## src/rtl/io_bank_pkg.sv

```systemverilog
// Shared definitions for the I/O peripheral bank: register offsets, blank
// pattern for the seven-segment channels, register-select encoding and the
// byte-enable merge helper.
package io_bank_pkg;

  localparam int unsigned ADDR_W      = 8;
  localparam int unsigned DATA_W      = 32;
  localparam int unsigned BE_W        = DATA_W / 8;
  localparam int unsigned NUM_HEX_MAX = 8;

  localparam logic [ADDR_W-1:0] OFF_LEDR     = 8'h00;
  localparam logic [ADDR_W-1:0] OFF_LEDG     = 8'h04;
  localparam logic [ADDR_W-1:0] OFF_LCD      = 8'h08;
  localparam logic [ADDR_W-1:0] OFF_BLINK    = 8'h0C;
  localparam logic [ADDR_W-1:0] OFF_SW       = 8'h10;
  localparam logic [ADDR_W-1:0] OFF_HEX_BASE = 8'h20;

  // Segments are active-low: all bits high in [6:0] means every segment off.
  localparam logic [DATA_W-1:0] HEX_BLANK = 32'h0000_007F;

  typedef enum logic [2:0] {
    SEL_NONE,
    SEL_LEDR,
    SEL_LEDG,
    SEL_LCD,
    SEL_BLINK,
    SEL_SW,
    SEL_HEX
  } reg_sel_e;

  // Replace each byte lane of old_val whose enable bit is set.
  function automatic logic [DATA_W-1:0] be_merge(input logic [DATA_W-1:0] old_val,
                                                 input logic [DATA_W-1:0] wdata,
                                                 input logic [BE_W-1:0]   be);
    logic [DATA_W-1:0] w_res;
    w_res = old_val;
    for (int k = 0; k < int'(BE_W); k++) begin
      if (be[k]) w_res[8*k +: 8] = wdata[8*k +: 8];
    end
    return w_res;
  endfunction

endpackage

```

## src/rtl/io_periph_bank_if.sv

```systemverilog
// Request/response bus between the load/store unit (master) and the
// peripheral bank (slave).
//   req_valid_i/req_we_i/req_addr_i/req_wdata_i/req_be_i : request, one per cycle
//   rsp_valid_o/rsp_rdata_o/rsp_err_o                    : registered response
interface io_periph_bank_if;
  import io_bank_pkg::*;

  logic              req_valid_i;
  logic              req_we_i;
  logic [ADDR_W-1:0] req_addr_i;
  logic [DATA_W-1:0] req_wdata_i;
  logic [BE_W-1:0]   req_be_i;
  logic              rsp_valid_o;
  logic [DATA_W-1:0] rsp_rdata_o;
  logic              rsp_err_o;

  modport master (
    output req_valid_i, req_we_i, req_addr_i, req_wdata_i, req_be_i,
    input  rsp_valid_o, rsp_rdata_o, rsp_err_o
  );

  modport slave (
    input  req_valid_i, req_we_i, req_addr_i, req_wdata_i, req_be_i,
    output rsp_valid_o, rsp_rdata_o, rsp_err_o
  );

endinterface

```

## src/rtl/io_periph_bank_sw_debounce.sv

```systemverilog
// Switch conditioning: two-flop synchroniser per bit followed by a per-bit
// saturating stability counter.
//   clk_i, rst_i : clock, synchronous active-high reset
//   i_raw        : asynchronous switch inputs
//   o_stable     : debounced switch value
module sw_debounce #(
  parameter int unsigned WIDTH           = 32,
  parameter int unsigned DEBOUNCE_CYCLES = 16
) (
  input  logic             clk_i,
  input  logic             rst_i,
  input  logic [WIDTH-1:0] i_raw,
  output logic [WIDTH-1:0] o_stable
);

  localparam int unsigned CNT_W = $clog2(DEBOUNCE_CYCLES + 1);

  logic [WIDTH-1:0] r_sync1;
  logic [WIDTH-1:0] r_sync2;
  logic [WIDTH-1:0] r_stable;
  logic [CNT_W-1:0] r_cnt [WIDTH];

  // The flip happens on the edge that would bring the count to
  // DEBOUNCE_CYCLES, so the counter never holds that value and cannot wrap.
  always_ff @(posedge clk_i) begin
    if (rst_i) begin
      r_sync1  <= '0;
      r_sync2  <= '0;
      r_stable <= '0;
      for (int i = 0; i < int'(WIDTH); i++) r_cnt[i] <= '0;
    end else begin
      r_sync1 <= i_raw;
      r_sync2 <= r_sync1;
      for (int i = 0; i < int'(WIDTH); i++) begin
        if (r_sync2[i] == r_stable[i]) begin
          r_cnt[i] <= '0;
        end else if (r_cnt[i] >= CNT_W'(DEBOUNCE_CYCLES - 1)) begin
          r_stable[i] <= r_sync2[i];
          r_cnt[i]    <= '0;
        end else begin
          r_cnt[i] <= r_cnt[i] + CNT_W'(1);
        end
      end
    end
  end

  assign o_stable = r_stable;

endmodule

```

## src/rtl/io_periph_bank.sv

```systemverilog
// Memory-mapped peripheral bank: LED/LCD/hex registers, debounced switches,
// per-digit blink and a registered response with error flag.
//   clk_i, rst_i        : clock, synchronous active-high reset
//   bus                 : request/response bus (slave side)
//   io_sw_i             : raw switch inputs
//   io_ledr_o/ledg/lcd  : register outputs
//   io_hex_o            : NUM_HEX packed 32-bit hex channels
module io_periph_bank
  import io_bank_pkg::*;
#(
  parameter int unsigned NUM_HEX         = 8,
  parameter int unsigned DEBOUNCE_CYCLES = 16,
  parameter int unsigned BLINK_PERIOD    = 25_000_000
) (
  input  logic                   clk_i,
  input  logic                   rst_i,
  io_periph_bank_if.slave        bus,
  input  logic [DATA_W-1:0]      io_sw_i,
  output logic [DATA_W-1:0]      io_ledr_o,
  output logic [DATA_W-1:0]      io_ledg_o,
  output logic [DATA_W-1:0]      io_lcd_o,
  output logic [NUM_HEX*32-1:0]  io_hex_o
);

  localparam int unsigned BCNT_W = $clog2(BLINK_PERIOD);

  logic [DATA_W-1:0]  r_ledr;
  logic [DATA_W-1:0]  r_ledg;
  logic [DATA_W-1:0]  r_lcd;
  logic [NUM_HEX-1:0] r_blink_en;
  logic [DATA_W-1:0]  r_hex [NUM_HEX];
  logic [BCNT_W-1:0]  r_bcnt;
  logic               r_blink_phase;
  logic               r_rsp_valid;
  logic [DATA_W-1:0]  r_rsp_rdata;
  logic               r_rsp_err;

  logic [DATA_W-1:0]  w_sw_stable;
  logic [ADDR_W-1:0]  w_addr;
  logic [2:0]         w_hex_idx;
  reg_sel_e           w_sel;
  logic [DATA_W-1:0]  w_rdata;
  logic [DATA_W-1:0]  w_wmerge;
  logic               w_wr;
  logic               w_rd;
  logic               w_err;

  sw_debounce #(
    .WIDTH           (DATA_W),
    .DEBOUNCE_CYCLES (DEBOUNCE_CYCLES)
  ) u_sw_debounce (
    .clk_i    (clk_i),
    .rst_i    (rst_i),
    .i_raw    (io_sw_i),
    .o_stable (w_sw_stable)
  );

  // Address decode; the two low address bits are don't-care.
  always_comb begin
    w_addr    = bus.req_addr_i & 8'hFC;
    w_hex_idx = w_addr[4:2];
    w_sel     = SEL_NONE;
    case (w_addr)
      OFF_LEDR:  w_sel = SEL_LEDR;
      OFF_LEDG:  w_sel = SEL_LEDG;
      OFF_LCD:   w_sel = SEL_LCD;
      OFF_BLINK: w_sel = SEL_BLINK;
      OFF_SW:    w_sel = SEL_SW;
      default: begin
        if ((w_addr[7:5] == OFF_HEX_BASE[7:5]) && (32'(w_hex_idx) < NUM_HEX))
          w_sel = SEL_HEX;
      end
    endcase
  end

  // Current register value; also the base for byte-lane merging on writes.
  always_comb begin
    w_rdata = '0;
    case (w_sel)
      SEL_LEDR:  w_rdata = r_ledr;
      SEL_LEDG:  w_rdata = r_ledg;
      SEL_LCD:   w_rdata = r_lcd;
      SEL_BLINK: w_rdata = DATA_W'(r_blink_en);
      SEL_SW:    w_rdata = w_sw_stable;
      SEL_HEX: begin
        for (int i = 0; i < int'(NUM_HEX); i++) begin
          if (w_hex_idx == 3'(i)) w_rdata = r_hex[i];
        end
      end
      default:   w_rdata = '0;
    endcase
  end

  assign w_wmerge = be_merge(w_rdata, bus.req_wdata_i, bus.req_be_i);
  assign w_wr     = bus.req_valid_i & bus.req_we_i;
  assign w_rd     = bus.req_valid_i & ~bus.req_we_i;
  assign w_err    = bus.req_valid_i &
                    ((w_sel == SEL_NONE) | (bus.req_we_i & (w_sel == SEL_SW)));

  // Register file and response register.
  always_ff @(posedge clk_i) begin
    if (rst_i) begin
      r_ledr      <= '0;
      r_ledg      <= '0;
      r_lcd       <= '0;
      r_blink_en  <= '0;
      for (int i = 0; i < int'(NUM_HEX); i++) r_hex[i] <= HEX_BLANK;
      r_rsp_valid <= 1'b0;
      r_rsp_rdata <= '0;
      r_rsp_err   <= 1'b0;
    end else begin
      r_rsp_valid <= w_rd;
      r_rsp_rdata <= w_rd ? w_rdata : '0;
      r_rsp_err   <= w_err;
      if (w_wr) begin
        case (w_sel)
          SEL_LEDR:  r_ledr     <= w_wmerge;
          SEL_LEDG:  r_ledg     <= w_wmerge;
          SEL_LCD:   r_lcd      <= w_wmerge;
          SEL_BLINK: r_blink_en <= w_wmerge[NUM_HEX-1:0];
          SEL_HEX: begin
            for (int i = 0; i < int'(NUM_HEX); i++) begin
              if (w_hex_idx == 3'(i)) r_hex[i] <= w_wmerge;
            end
          end
          default: ;
        endcase
      end
    end
  end

  // Free-running blink timebase, independent of bus traffic.
  always_ff @(posedge clk_i) begin
    if (rst_i) begin
      r_bcnt        <= '0;
      r_blink_phase <= 1'b0;
    end else if (r_bcnt == BCNT_W'(BLINK_PERIOD - 1)) begin
      r_bcnt        <= '0;
      r_blink_phase <= ~r_blink_phase;
    end else begin
      r_bcnt <= r_bcnt + BCNT_W'(1);
    end
  end

  assign io_ledr_o       = r_ledr;
  assign io_ledg_o       = r_ledg;
  assign io_lcd_o        = r_lcd;
  assign bus.rsp_valid_o = r_rsp_valid;
  assign bus.rsp_rdata_o = r_rsp_rdata;
  assign bus.rsp_err_o   = r_rsp_err;

  for (genvar g = 0; g < int'(NUM_HEX); g++) begin : g_hex_out
    assign io_hex_o[32*g +: 32] = (r_blink_en[g] & r_blink_phase) ? HEX_BLANK : r_hex[g];
  end

endmodule

```

## src/flat_wrapper.sv

```systemverilog
// flat-port wrapper written by rule: the top's interface ports become plain ports
module io_periph_bank_flat import io_bank_pkg::*;
#(
  parameter int unsigned NUM_HEX         = 8,
  parameter int unsigned DEBOUNCE_CYCLES = 16,
  parameter int unsigned BLINK_PERIOD    = 25_000_000
)
  (clk_i, rst_i, io_sw_i, io_ledr_o, io_ledg_o, io_lcd_o, io_hex_o, bus_req_valid_i, bus_req_we_i, bus_req_addr_i, bus_req_wdata_i, bus_req_be_i, bus_rsp_valid_o, bus_rsp_rdata_o, bus_rsp_err_o);
  io_periph_bank_if bus_i ();
  input  logic clk_i;
  input  logic rst_i;
  input  logic [DATA_W-1:0] io_sw_i;
  output logic [DATA_W-1:0] io_ledr_o;
  output logic [DATA_W-1:0] io_ledg_o;
  output logic [DATA_W-1:0] io_lcd_o;
  output logic [NUM_HEX*32-1:0] io_hex_o;
  input wire logic [$bits(bus_i.req_valid_i)-1:0] bus_req_valid_i;
  input wire logic [$bits(bus_i.req_we_i)-1:0] bus_req_we_i;
  input wire logic [$bits(bus_i.req_addr_i)-1:0] bus_req_addr_i;
  input wire logic [$bits(bus_i.req_wdata_i)-1:0] bus_req_wdata_i;
  input wire logic [$bits(bus_i.req_be_i)-1:0] bus_req_be_i;
  output wire logic [$bits(bus_i.rsp_valid_o)-1:0] bus_rsp_valid_o;
  output wire logic [$bits(bus_i.rsp_rdata_o)-1:0] bus_rsp_rdata_o;
  output wire logic [$bits(bus_i.rsp_err_o)-1:0] bus_rsp_err_o;
  assign bus_i.req_valid_i = bus_req_valid_i;
  assign bus_i.req_we_i = bus_req_we_i;
  assign bus_i.req_addr_i = bus_req_addr_i;
  assign bus_i.req_wdata_i = bus_req_wdata_i;
  assign bus_i.req_be_i = bus_req_be_i;
  assign bus_rsp_valid_o = bus_i.rsp_valid_o;
  assign bus_rsp_rdata_o = bus_i.rsp_rdata_o;
  assign bus_rsp_err_o = bus_i.rsp_err_o;
  io_periph_bank #(.NUM_HEX(NUM_HEX), .DEBOUNCE_CYCLES(DEBOUNCE_CYCLES), .BLINK_PERIOD(BLINK_PERIOD)) u_core (.clk_i(clk_i), .rst_i(rst_i), .bus(bus_i), .io_sw_i(io_sw_i), .io_ledr_o(io_ledr_o), .io_ledg_o(io_ledg_o), .io_lcd_o(io_lcd_o), .io_hex_o(io_hex_o));
endmodule
```

## config.mk

```make
export PLATFORM = sky130hd
export DESIGN_NAME = io_periph_bank_flat
export DESIGN_NICKNAME = d
export VERILOG_FILES = /design/src/rtl/io_bank_pkg.sv /design/src/rtl/io_periph_bank_if.sv /design/src/rtl/io_periph_bank_sw_debounce.sv /design/src/rtl/io_periph_bank.sv /design/src/flat_wrapper.sv
export SDC_FILE = /design/constraint.sdc
export NUM_CORES = 1
export LEC_CHECK = 0
export BUFFER_PORTS_ARGS = -buffer_cell sky130_fd_sc_hd__buf_2
export CAP_MARGIN = 20
export CORE_UTILIZATION = 55
export CTS_BUF_LIST = sky130_fd_sc_hd__clkbuf_2
export CTS_CLUSTER_DIAMETER = 60
export DETAILED_ROUTE_END_ITERATION = 6
export HOLD_SLACK_MARGIN = 0.12
export PLACE_DENSITY_LB_ADDON = 0.12
export SLEW_MARGIN = 20
export SYNTH_ARGS = -nofsm -noshare
export SYNTH_HDL_FRONTEND = slang
export SYNTH_SLANG_ARGS = --single-unit
export TNS_END_PERCENT = 10
```

## constraint.sdc

```tcl
create_clock -name clk_i -period 5.6 [get_ports clk_i]
set_input_delay 0.56 -clock clk_i [delete_from_list [all_inputs] [get_ports clk_i]]
set_output_delay 0.56 -clock clk_i [all_outputs]
set_load 0.03 [all_outputs]
```

==> out/qor.txt <==
Status -> finished, final reports clean
Largest cells by area after synthesis -> edfxtp_1 37%, dfxtp_1 15%, nor3_2 4.6%
Ys async rst share -> 0%
Setup TNS -> 0 ps
Full die area -> 0.0623 mm^2
Avg Vias per Cell -> 5.84
Final period util -> 71.0%
Final Total Pwr -> 10.4 mW
Drt drc -> 0
First-pass GRT wire length -> 164 mm
Drt total wl -> 111 mm
Area Overhead vs Synth -> 20.1%
DR iter-0 viols -> 2,703
Fillers -> 4,854
Fmax -> 252 MHz
Largest net degree at the start of global routing -> 113
Port bufs -> 463
Leak -> 16.3 nW
Buffer count from post-CTS setup fixing -> 0
Buffer depth of the longest clock path -> 3
Area of the multi-input gates -> 0.0155 mm^2
Total grt overflow -> 0
Yosys top cell by area -> edfxtp_1
Final Setup Violations -> 0
Avg Cell Area, Syn -> 11.1 um^2
Initial antenna violation count -> 2
Die W -> 250 um
GPL Wtd Cong -> 0.962
Crit. End Element -> primary output
Fin util -> 66.9%
Cells after Synth -> 3,049
Htree depth -> 4
Sequential cell area -> 0.0177 mm^2
Max-Cap Viols -> 0
WP data required -> 5040 ps
Crit start category -> register
Final hold viol count -> 0
Clock buffer count from CTS -> 174
Register bit count reported by yosys -> 676
Clk Latency, worst-skew pair -> 1390 ps
Max-slew violations -> 0
Clock Pin Slew Worst Setup and Hold Paths -> 110 ps
Antenna-violating nets left -> 0
CTS sink cnt -> 676
Register area share after synthesis -> 52.5%
Worst slew margin -> 19.8%
Top_reg_cell synth -> edfxtp_1
Cts hold-fix bufs -> 160
Top-area cell type share of the netlist area -> 37.1%
WP data arrival -> 3410 ps
Clock skew -> 103 ps
Least-Margin Pin Slew -> 1200 ps
Post-synth EDFFs -> 416
Drt pass-1 iters -> 6
Critical path peak fanout -> 32
Tmin final -> 3970 ps
RSZ-0062 raised after global routing -> false
Clock root buffer -> clkbuf_2
Vias in the first global route -> 27,300
All-Layer GR Usage -> 35.3%
Layout Nets -> 3,988
Wire per inst -> 23.3 um
Die Span Y -> 250 um
Synthesis Warnings -> 0
I/O pin cnt -> 466
CTS tree -> built
Layout cell share with drive strength beyond 1 -> 28.4%
Hpwl dp -> 76.0 mm
Via count -> 27,900
Worst vdd ir -> 0.146 mV
# rows -> 90
Pwr/cell area -> 257 mW/mm^2
Post-cts resize count -> 0
CP Class -> register to primary output
Core Region -> 0.0605 mm^2
Class of the worst hold path -> primary input to register
Count of cell types in the netlist -> 64
Netlist Area Pre-Place -> 0.0337 mm^2
Initial core utilization -> 55.7%
## registers in the layout, summed over array words and instances (netlist names)
signal                         count
u_core.r_bcnt                     25
u_core.u_sw_debounce.r_sync1      32
u_core.io_ledg_o                  32
u_core.u_sw_debounce.r_sync2      32
u_core.r_blink_phase               1
u_core.u_sw_debounce.r_cnt       160
u_core.io_ledr_o                  32
u_core.io_lcd_o                   32
u_core.u_sw_debounce.o_stable     32
u_core.bus.rsp_err_o               1
u_core.bus.rsp_valid_o             1
u_core.r_hex                     256
u_core.bus.rsp_rdata_o            32
u_core.r_blink_en                  8
## layout make-up
cell class	count	share of cell area [%]
Tap cell	782	2.42
Inverter	73	0.677
Sequential cell	676	43.7
Clock inverter	47	0.788
Multi-Input combinational cell	2248	38.3
Clock buffer	277	3.42
Timing Repair Buffer	670	10.7
Antenna cell	3	0.0185
## report_power, final
group	total, mW	switching [mW]	leakage [nW]	internal [mW]
Sequential	5.56	0.115	6.35	5.45
Combinational	1.24	0.841	8.68	0.401
Clock	3.60	2.07	1.30	1.53
Total	10.4	3.03	16.3	7.38
## through the flow
stage | setup WS (ps) | instances | hold slack (ps) | cell area [um^2]
after CTS | 1500 | 4773 | 167 | 40400
after global routing | 1470 | 4775 | 165 | 40500
after floorplan | 2390 | 3208 | 413 | 34300
final | 1630 | 4776 | 226 | 40500
after global placement | 1850 | 4288 | 422 | 37100
after detailed placement | 1800 | 4289 | 422 | 37100
## critical path: stages (launching register included)
cell and delay (ps):
dfxtp_1 690, nand2_2 650, nand2b_1 460, buf_2 260
## final timing paths
check | startpoint | end | slack [ps] | depth (start not counted)
min reg2reg | u_core.u_sw_debounce.r_sync2[12] | u_core.u_sw_debounce.o_stable[12] | 420 | 2
max | u_core.r_blink_phase | io_hex_o[161] | 1630 | 3
max reg2reg | u_core.r_hex[0][197] | u_core.r_hex[0][101] | 2840 | 6
min | bus_req_wdata_i[10] | u_core.r_hex[0][106] | 230 | 4
## logic make-up (layout without fill, tap and decap cells)
group / Yosys count / after routing / synth area share [%]
adder cells (fa/ha/maj): 65 / 65 / 2.41
other: 1 / 163 / 0.0111
XOR/XNOR: 88 / 88 / 2.29
buffers and inverters: 284 / 1067 / 3.84
flip-flops: 676 / 676 / 52.5
AO/OA/AOI/OAI: 527 / 527 / 12.5
multiplexers: 129 / 129 / 3.99
AND/OR/NAND/NOR: 1279 / 1279 / 22.5
## cell usage after synthesis (69+ instances only)
| cell type | n |
|---|---|
| o21ai_0 | 130 |
| a211oi_2 | 72 |
| nand2_1 | 237 |
| and2_1 | 207 |
| nand2b_1 | 69 |
| nor3_2 | 156 |
| nor2_1 | 280 |
| mux2i_1 | 96 |
| xnor2_1 | 76 |
| clkbuf_1 | 116 |
| inv_1 | 73 |
| edfxtp_1 | 416 |
| dfxtp_1 | 260 |
| nor2b_1 | 98 |
## layout by cell type (no fill, tap or decap), drive strengths merged, types with 31 or more instances in the layout
| cell type | netlist | layout |
|---|---|---|
| ha | 65 | 65 |
| clkinv | 0 | 37 |
| or3 | 35 | 35 |
| mux2 | 32 | 32 |
| o22ai | 31 | 31 |
| xnor2 | 76 | 76 |
| a31oi | 39 | 39 |
| o21ai | 136 | 136 |
| dlygate4sd3 | 0 | 160 |
| o22a | 32 | 32 |
| a21o | 42 | 42 |
| clkbuf | 117 | 277 |
| and3 | 39 | 39 |
| nand3 | 46 | 46 |
| nor3 | 195 | 195 |
| and2 | 207 | 207 |
| nor2 | 283 | 283 |
| buf | 94 | 510 |
| nand2b | 69 | 69 |
| o2bb2ai | 33 | 33 |
| nand4 | 41 | 41 |
| conb | 1 | 160 |
| edfxtp | 416 | 416 |
| nor2b | 98 | 98 |
| a21oi | 35 | 35 |
| a211oi | 73 | 73 |
| a32o | 33 | 33 |
| inv | 73 | 77 |
| dfxtp | 260 | 260 |
| mux2i | 96 | 96 |
| nand2 | 237 | 237 |
## routing by layer
layer / global-route usage (%) / routed length, um
met5: 0 / 0
met1: 44.9 / 43600
met2: 54.5 / 50300
met4: 19.5 / 5660
met3: 9.65 / 11900
(Power assumes the default switching activity.)
